### config.mk
export PLATFORM = sky130hd
export DESIGN_NAME = nf_mac10g_tx_arbiter
export DESIGN_NICKNAME = d
export VERILOG_FILES = /design/src/rtl/nf_mac10g_tx_arbiter.sv
export SDC_FILE = /design/constraint.sdc
export NUM_CORES = 1
export LEC_CHECK = 0
export BUFFER_PORTS_ARGS = -buffer_cell sky130_fd_sc_hd__clkbuf_2
export CORE_MARGIN = 10
export CORE_UTILIZATION = 29
export CTS_CLUSTER_DIAMETER = 150
export DETAILED_ROUTE_END_ITERATION = 8
export HOLD_SLACK_MARGIN = 0.1
export PLACE_DENSITY = 0.89
export SLEW_MARGIN = 20
export SYNTH_ARGS = -nofsm -noshare
export SYNTH_HDL_FRONTEND = slang
export SYNTH_SLANG_ARGS = --single-unit
### constraint.sdc
create_clock -name clock -period 1.9 [get_ports clock]
set_clock_uncertainty 0.1 [all_clocks]
set_input_delay 0.095 -clock clock [delete_from_list [all_inputs] [get_ports clock]]
set_output_delay 0.095 -clock clock [all_outputs]
set_load 0.1 [all_outputs]
### src/rtl/nf_mac10g_tx_arbiter.sv
// rtl/nf_mac10g_tx_arbiter.sv - frame-granular round-robin arbiter in front of the 10G MAC TX stream
//
// Shares one 64-bit AXI-Stream TX master between two requesters. One
// requester is granted per frame (round-robin on ties), the grant is held
// until that frame's tlast handshake, and beats pass through with zero
// added latency.
//
// Optional feature macro: FRAME_GUARD_EN
//   When defined, a beat counter cuts frames longer than MAX_BEATS: beat
//   MAX_BEATS is emitted with tlast=1/tuser=1, io_truncated pulses, and the
//   remainder of the frame is swallowed in DROP. When undefined, frames of
//   any length pass unmodified and io_truncated is tied low.
//
// Ports:
//   clock, reset          sole clock, synchronous active-high reset
//   io_s0_* / io_s1_*     requester streams (tdata/tkeep/tvalid/tlast/tuser in, tready out)
//   io_m_*                master stream to the MAC tx_axis (tready in, rest out)
//   io_grant              one-hot current owner, 00 when nobody is granted
//   io_truncated          one-cycle pulse on the handshake of a guard-cut beat

module nf_mac10g_tx_arbiter #(
  parameter int DATA_W    = 64,
  parameter int KEEP_W    = 8,
  parameter int MAX_BEATS = 190
) (
  input  logic              clock,
  input  logic              reset,

  input  logic [DATA_W-1:0] io_s0_tdata,
  input  logic [KEEP_W-1:0] io_s0_tkeep,
  input  logic              io_s0_tvalid,
  output logic              io_s0_tready,
  input  logic              io_s0_tlast,
  input  logic              io_s0_tuser,

  input  logic [DATA_W-1:0] io_s1_tdata,
  input  logic [KEEP_W-1:0] io_s1_tkeep,
  input  logic              io_s1_tvalid,
  output logic              io_s1_tready,
  input  logic              io_s1_tlast,
  input  logic              io_s1_tuser,

  output logic [DATA_W-1:0] io_m_tdata,
  output logic [KEEP_W-1:0] io_m_tkeep,
  output logic              io_m_tvalid,
  input  logic              io_m_tready,
  output logic              io_m_tlast,
  output logic              io_m_tuser,

  output logic [1:0]        io_grant,
  output logic              io_truncated
);

  typedef enum logic [1:0] {
    IDLE = 2'd0,
    PASS = 2'd1
`ifdef FRAME_GUARD_EN
    ,
    DROP = 2'd2
`endif
  } state_t;

  state_t state, stateNext;

  // grantee/last hold a port index: 0 = s0, 1 = s1.
  logic grantee, granteeNext;
  logic last, lastNext;

  // Granted requester's stream, selected by the registered grantee.
  logic [DATA_W-1:0] selData;
  logic [KEEP_W-1:0] selKeep;
  logic              selValid;
  logic              selLast;
  logic              selUser;

  logic mHandshake;
  logic truncCond;

  assign selData  = grantee ? io_s1_tdata  : io_s0_tdata;
  assign selKeep  = grantee ? io_s1_tkeep  : io_s0_tkeep;
  assign selValid = grantee ? io_s1_tvalid : io_s0_tvalid;
  assign selLast  = grantee ? io_s1_tlast  : io_s0_tlast;
  assign selUser  = grantee ? io_s1_tuser  : io_s0_tuser;

  assign mHandshake = (state == PASS) && selValid && io_m_tready;

`ifdef FRAME_GUARD_EN
  localparam int CNT_W = $clog2(MAX_BEATS + 1);

  // Number of beats of the current frame already handed to the MAC.
  logic [CNT_W-1:0] beatCnt;

  // Beat MAX_BEATS is on the bus and the requester did not end the frame
  // there: this beat becomes the forced, errored end of frame.
  assign truncCond = (state == PASS) &&
                     (beatCnt == CNT_W'(MAX_BEATS - 1)) && !selLast;

  always_ff @(posedge clock) begin
    if (reset || (stateNext == IDLE)) begin
      beatCnt <= '0;
    end else if (mHandshake) begin
      beatCnt <= beatCnt + 1'b1;
    end
  end
`else
  assign truncCond = 1'b0;
`endif

  // State register
  always_ff @(posedge clock) begin
    if (reset) begin
      state   <= IDLE;
      grantee <= 1'b0;
      last    <= 1'b1;
    end else begin
      state   <= stateNext;
      grantee <= granteeNext;
      last    <= lastNext;
    end
  end

  // Next-state logic
  always_comb begin
    stateNext   = state;
    granteeNext = grantee;
    lastNext    = last;
    case (state)
      IDLE: begin
        if (io_s0_tvalid || io_s1_tvalid) begin
          stateNext = PASS;
          // On a tie the port that was not served last wins.
          granteeNext = (io_s0_tvalid && io_s1_tvalid) ? ~last : io_s1_tvalid;
        end
      end
      PASS: begin
        if (mHandshake) begin
`ifdef FRAME_GUARD_EN
          if (truncCond) begin
            stateNext = DROP;
          end else
`endif
          if (selLast) begin
            stateNext = IDLE;
            lastNext  = grantee;
          end
        end
      end
`ifdef FRAME_GUARD_EN
      DROP: begin
        // tready is forced high here, so a valid beat is always consumed.
        if (selValid && selLast) begin
          stateNext = IDLE;
          lastNext  = grantee;
        end
      end
`endif
      default: stateNext = IDLE;
    endcase
  end

  // Output logic
  always_comb begin
    io_s0_tready = 1'b0;
    io_s1_tready = 1'b0;
    io_m_tdata   = '0;
    io_m_tkeep   = '0;
    io_m_tvalid  = 1'b0;
    io_m_tlast   = 1'b0;
    io_m_tuser   = 1'b0;
    io_grant     = 2'b00;
    io_truncated = 1'b0;
    case (state)
      PASS: begin
        io_m_tdata  = selData;
        io_m_tkeep  = selKeep;
        io_m_tvalid = selValid;
        io_m_tlast  = selLast | truncCond;
        io_m_tuser  = selUser | truncCond;
        io_grant    = grantee ? 2'b10 : 2'b01;
        if (grantee) io_s1_tready = io_m_tready;
        else         io_s0_tready = io_m_tready;
        io_truncated = mHandshake && truncCond;
      end
`ifdef FRAME_GUARD_EN
      DROP: begin
        io_grant = grantee ? 2'b10 : 2'b01;
        if (grantee) io_s1_tready = 1'b1;
        else         io_s0_tready = 1'b1;
      end
`endif
      default: ;
    endcase
  end

endmodule

=== Yosys cells after proc, flatten, opt, wreduce, memory -nomap -nowiden ===
Cells that the tools add are included.

* Word-level logic and storage cells: 37
* Register bits after elaboration: 4
* Input bits: 153

* Reductions and logical operators: 8
* Bitwise logic cells: 1
* Equal/unequal tests: 4
* Muxes and demuxes: 21

{| class="wikitable"
|+ Operators with widths
! kind !! number
|-
| two-way mux 64 bit || 2
|-
| two-way mux 8 bit || 2
|-
| two-way mux 1 bit || 11
|-
| two-way mux 2 bit || 5
|-
| inequality test 2 bit, second input constant || 3
|-
| AND reduction 3 bit || 2
|-
| one-hot mux 2 bit (2 select lines) || 1
|-
| logical AND 1 bit || 3
|-
| equality test 2 x 1 -> 1 bit, second input constant || 1
|-
| logical NOT 2 bit || 1
|-
| AND reduction 2 bit || 1
|-
| logical OR 1 bit || 1
|-
| NOT 1 bit || 1
|}

=== Depth between registers and ports, before layout ===
* Depth after elaboration: 5
* Gate-level depth with buffers: 5
* Gate-level depth less buffers: 3

=== Worst setup path after synthesis ===
No wires, ideal clock.

* Path kind: register -> output
* Start point: register grantee
* End point: output port io_m_tdata[28]
* Stages on the path, launching flop included: 6
* Setup slack: -684 ps
* Data required time: 1,705 ps
* Data arrival time: 2,389 ps
* Buffers on the path: 3
* Cells stage by stage: dfxtp_1 -> buf_4 -> buf_2 -> buf_2 -> mux2i_1 -> nor2b_1

* Word-level cells in the longest chain between the ends: 2

{| class="wikitable"
|+ Ends and longest elaborated chain
! what !! line !! text
|-
| from (decl) || 66 || <nowiki>logic grantee, granteeNext;</nowiki>
|-
| from (signal assigned) || 117 || <nowiki>grantee <= granteeNext;</nowiki>
|-
| two-way mux 64 bit || 79 || <nowiki>assign selData = grantee ? io_s1_tdata : io_s0_tdata;</nowiki>
|-
| two-way mux 64 bit || 172 || <nowiki>case (state)</nowiki>
|-
| to (decl) || 43 || <nowiki>output logic [DATA_W-1:0] io_m_tdata,</nowiki>
|}

Every way passes these cells.

=== Worst setup path after layout ===
* Start point: input port io_s0_tvalid
* End point: register last

* Word-level cells in the longest chain between the ends: 4

{| class="wikitable"
|+ Ends and longest elaborated chain
! what !! line !! text
|-
| from (decl) || 31 || <nowiki>input logic io_s0_tvalid,</nowiki>
|-
| two-way mux 1 bit || 81 || <nowiki>assign selValid = grantee ? io_s1_tvalid : io_s0_tvalid;</nowiki>
|-
| logical AND 1 bit (2 in a row) || 85 || <nowiki>assign mHandshake = (state == PASS) && selValid && io_m_tready;</nowiki>
|-
| AND reduction 3 bit (no source line) || - ||
|-
| to (signal assigned) || 118 || <nowiki>last <= lastNext;</nowiki>
|-
| to (decl) || 67 || <nowiki>logic last, lastNext;</nowiki>
|}

Every way passes these cells.
A chain may end at the register's enable or synchronous reset.

==> flow_metrics.env <==
export IMPL_final_area_um2=4250
export IMPL_cap_violations=0
export IMPL_synth_compound_area_frac=0.0205
export IMPL_holdWs_ps=309
export IMPL_synth_xor_area_frac=0
export IMPL_status="complete, no violations"
export IMPL_power_density_nw_per_um2=548
export IMPL_yosysUniqueCellTypes=18
export IMPL_port_buffers=231
export IMPL_cts_setup_buffers=0
export IMPL_drc=0
export IMPL_pin_count=233
export IMPL_path_cells="dlygate4sd3_1 > clkbuf_2 > mux2i_1 > or4b_1 > a221o_1"
export IMPL_grt_busiest_layer="met2"
export IMPL_cts_tree="yes"
export IMPL_synth_top_family_by_area="multiplexers"
export IMPL_drt_iter0_drc=38
export IMPL_switching_share=0.576
export IMPL_end_kind="flop"
export IMPL_die_area_um2=8290
export IMPL_nFillCells=252
export IMPL_cp_max_fo=4
export IMPL_clkLatencyLatePin_ps=220
export IMPL_n_antenna_cell=0
export IMPL_grt_usage=0.246
export IMPL_clk_pin_slew_worst_paths_ps=30
export IMPL_grt_util_met3=0.128
export IMPL_multi_input_area_um2=1610
export IMPL_grt_max_degree=55
export IMPL_worst_setup_path_start_kind="primary input"
export IMPL_dr_pass1_iters=4
export IMPL_antenna_found_initial=0
export IMPL_comb_power_share=0.888
export IMPL_wire_per_inst_um=22.7
export IMPL_fp_dieH_um=91.1
export IMPL_hpwl_um=9650
export IMPL_crit_required_ps=1900
export IMPL_final_cell_mix="clkbuf_2 (152), buf_12 (80), mux2i_1 (75)"
export IMPL_fmax_ghz=0.550
export IMPL_criticalPathCategory="in -> reg"
export IMPL_place_gp_congestion=0.811
export IMPL_dieWidth_um=91.1
export IMPL_synthMuxAreaShare=0.513
export IMPL_yosys_warnings=0
export IMPL_core_um2=4820
export IMPL_p_seq_frac=0.031
export IMPL_synth_net_count=341
export IMPL_use_met2=0.487
export IMPL_fp_row_count=25
export IMPL_place_area_um2=4150
export IMPL_p_sw_uw=1340
export IMPL_fin_crit_ps=1820
export IMPL_grt_pass1_wl_um=16100
export IMPL_overflow=0
export IMPL_use_met1=0.196
export IMPL_max_stage_delay_ps=560
export IMPL_syn_area_um2=1460
export IMPL_ff_latch_area_um2=65.1
export IMPL_clkPwrFrac=0.081
export IMPL_syn_to_final_growth_pct=190
export IMPL_syn_instance_count=188
export IMPL_timing_final_crit_share=0.956
export IMPL_num_vias=2321
export IMPL_vdd_drop_max_mv=0.332
export IMPL_slew_viol_final=0
export IMPL_routed_wl_um=10900
export IMPL_hold_class="in -> reg"
export IMPL_synthSimpleGateAreaFrac=0.357
export IMPL_cts_root_buffer="clkbuf_8"
export IMPL_slowest_stage="dlygate4sd3_1"
export IMPL_yosysSeqAreaShare=0.0410
export IMPL_cts_buffer_depth=2
export IMPL_finalNetCount=566
export IMPL_detail_route_antenna_nets=0
export IMPL_viasPerCell=4.85
export IMPL_rsz0062_at_grt="false"
export IMPL_numCtsBuffers=3
export IMPL_synth_seq_cells=3
export IMPL_drive_gt1_frac=0.772
export IMPL_finalHoldViolations=0
export IMPL_cts_htree_levels=1
export IMPL_p_leak_uw=0.00195
export IMPL_final_common_cell="clkbuf_2"
export IMPL_intPower_uw=987
export IMPL_synth_adder_area_share=0
export IMPL_critPathArrivalTime_ps=1820
export IMPL_initial_core_util=0.304
export IMPL_power_total_uw=2330
export IMPL_grt_pass1_vias=2779
export IMPL_synth_area_per_cell_um2=7.79
export IMPL_setup_viol=0
export IMPL_cts_sinks=3
## metrics by stage
| step | instances | setup TNS (ps) | setup slack (ps) | util |
|---|---|---|---|---|
| after floorplan | 188 | -666 | -167 | - |
| after global placement | 471 | 0 | 309 | 0.862 |
| after detailed placement | 471 | 0 | 288 | 0.862 |
| after CTS | 479 | 0 | 69.3 | 0.880 |
| after global routing | 479 | 0 | 30.9 | 0.881 |
| final | 479 | 0 | 83.3 | 0.881 |
## cell usage after synthesis
master,count,area share
mux2i_1,75,0.51
inv_1,2,0.0051
dfxtp_1,3,0.041
nand2_1,2,0.0051
a21oi_1,1,0.0034
a221o_1,1,0.0068
buf_4,2,0.010
and3_1,1,0.0043
nor2_1,1,0.0026
clkbuf_1,9,0.023
buf_2,8,0.027
o311a_1,1,0.0068
and2_1,2,0.0085
conb_1,1,0.0026
o21ai_1,1,0.0034
nand3b_1,1,0.0051
nor2b_1,76,0.32
or4b_1,1,0.0068
## power by group through the flow
| stage | Clock (uW) | Sequential (uW) | Combinational (uW) |
|---|---|---|---|
| finish | 189 | 71.7 | 2070 |
| floorplan | 0 | 68.6 | 1250 |
| global placement | 0 | 71.3 | 2010 |
| global route | 199 | 72.0 | 2120 |
| CTS | 193 | 71.0 | 2070 |
| detailed placement | 0 | 71.8 | 2060 |
## final cells by class
type,instances,share of cell area
timing repair buffer,239,0.573
tap,67,0.0197
inverter,2,0.00177
multi-input combinational,164,0.380
sequential,3,0.0153
clock buffer,4,0.0106
## registers in the layout, summed over array words and instances, names as in the netlist
register and count:
last 1, state 1, grantee 1
## worst max-delay path, delay by kind of cell
kind | cells | cell delay (ps)
buffers and inverters | 2 | 710
multiplexers | 1 | 100
AND/OR/NAND/NOR | 1 | 540
AO/OA/AOI/OAI | 1 | 360
## layer usage
| layer | wire [um] | up-vias | share of wire |
|---|---|---|---|
| li1 | - | 1088 | - |
| met1 | 3210 | 1054 | 0.30 |
| met2 | 5960 | 153 | 0.55 |
| met3 | 1280 | 26 | 0.12 |
| met4 | 414 | 0 | 0.038 |
| met5 | 0 | - | 0 |
## path summary, 6_finish.rpt
path / start / to / slack, ps / cells past startpoint
setup / recovery: io_s0_tvalid / last$_SDFFE_PP1P_ / 80 / 5
hold / removal: io_m_tready / last$_SDFFE_PP1P_ / 310 / 4
setup reg to reg: grantee$_SDFFE_PP0P_ / grantee$_SDFFE_PP0P_ / 160 / 4
hold reg to reg: last$_SDFFE_PP1P_ / last$_SDFFE_PP1P_ / 410 / 1
## logic make-up after synthesis
group,Yosys count
DFF,3
and+or+nand+nor,84
buffers and inverters,21
muxes,75
AOI/OAI and AO/OA,4
other,1
## repair_timing
item | CTS | global route
endpoints found under the setup margin | 0 | 1
hold buffers | 4 | 0
resized for setup | 0 | 2
hold endpoints to repair | 3 | 0
Power figures use the tool's default switching activity.
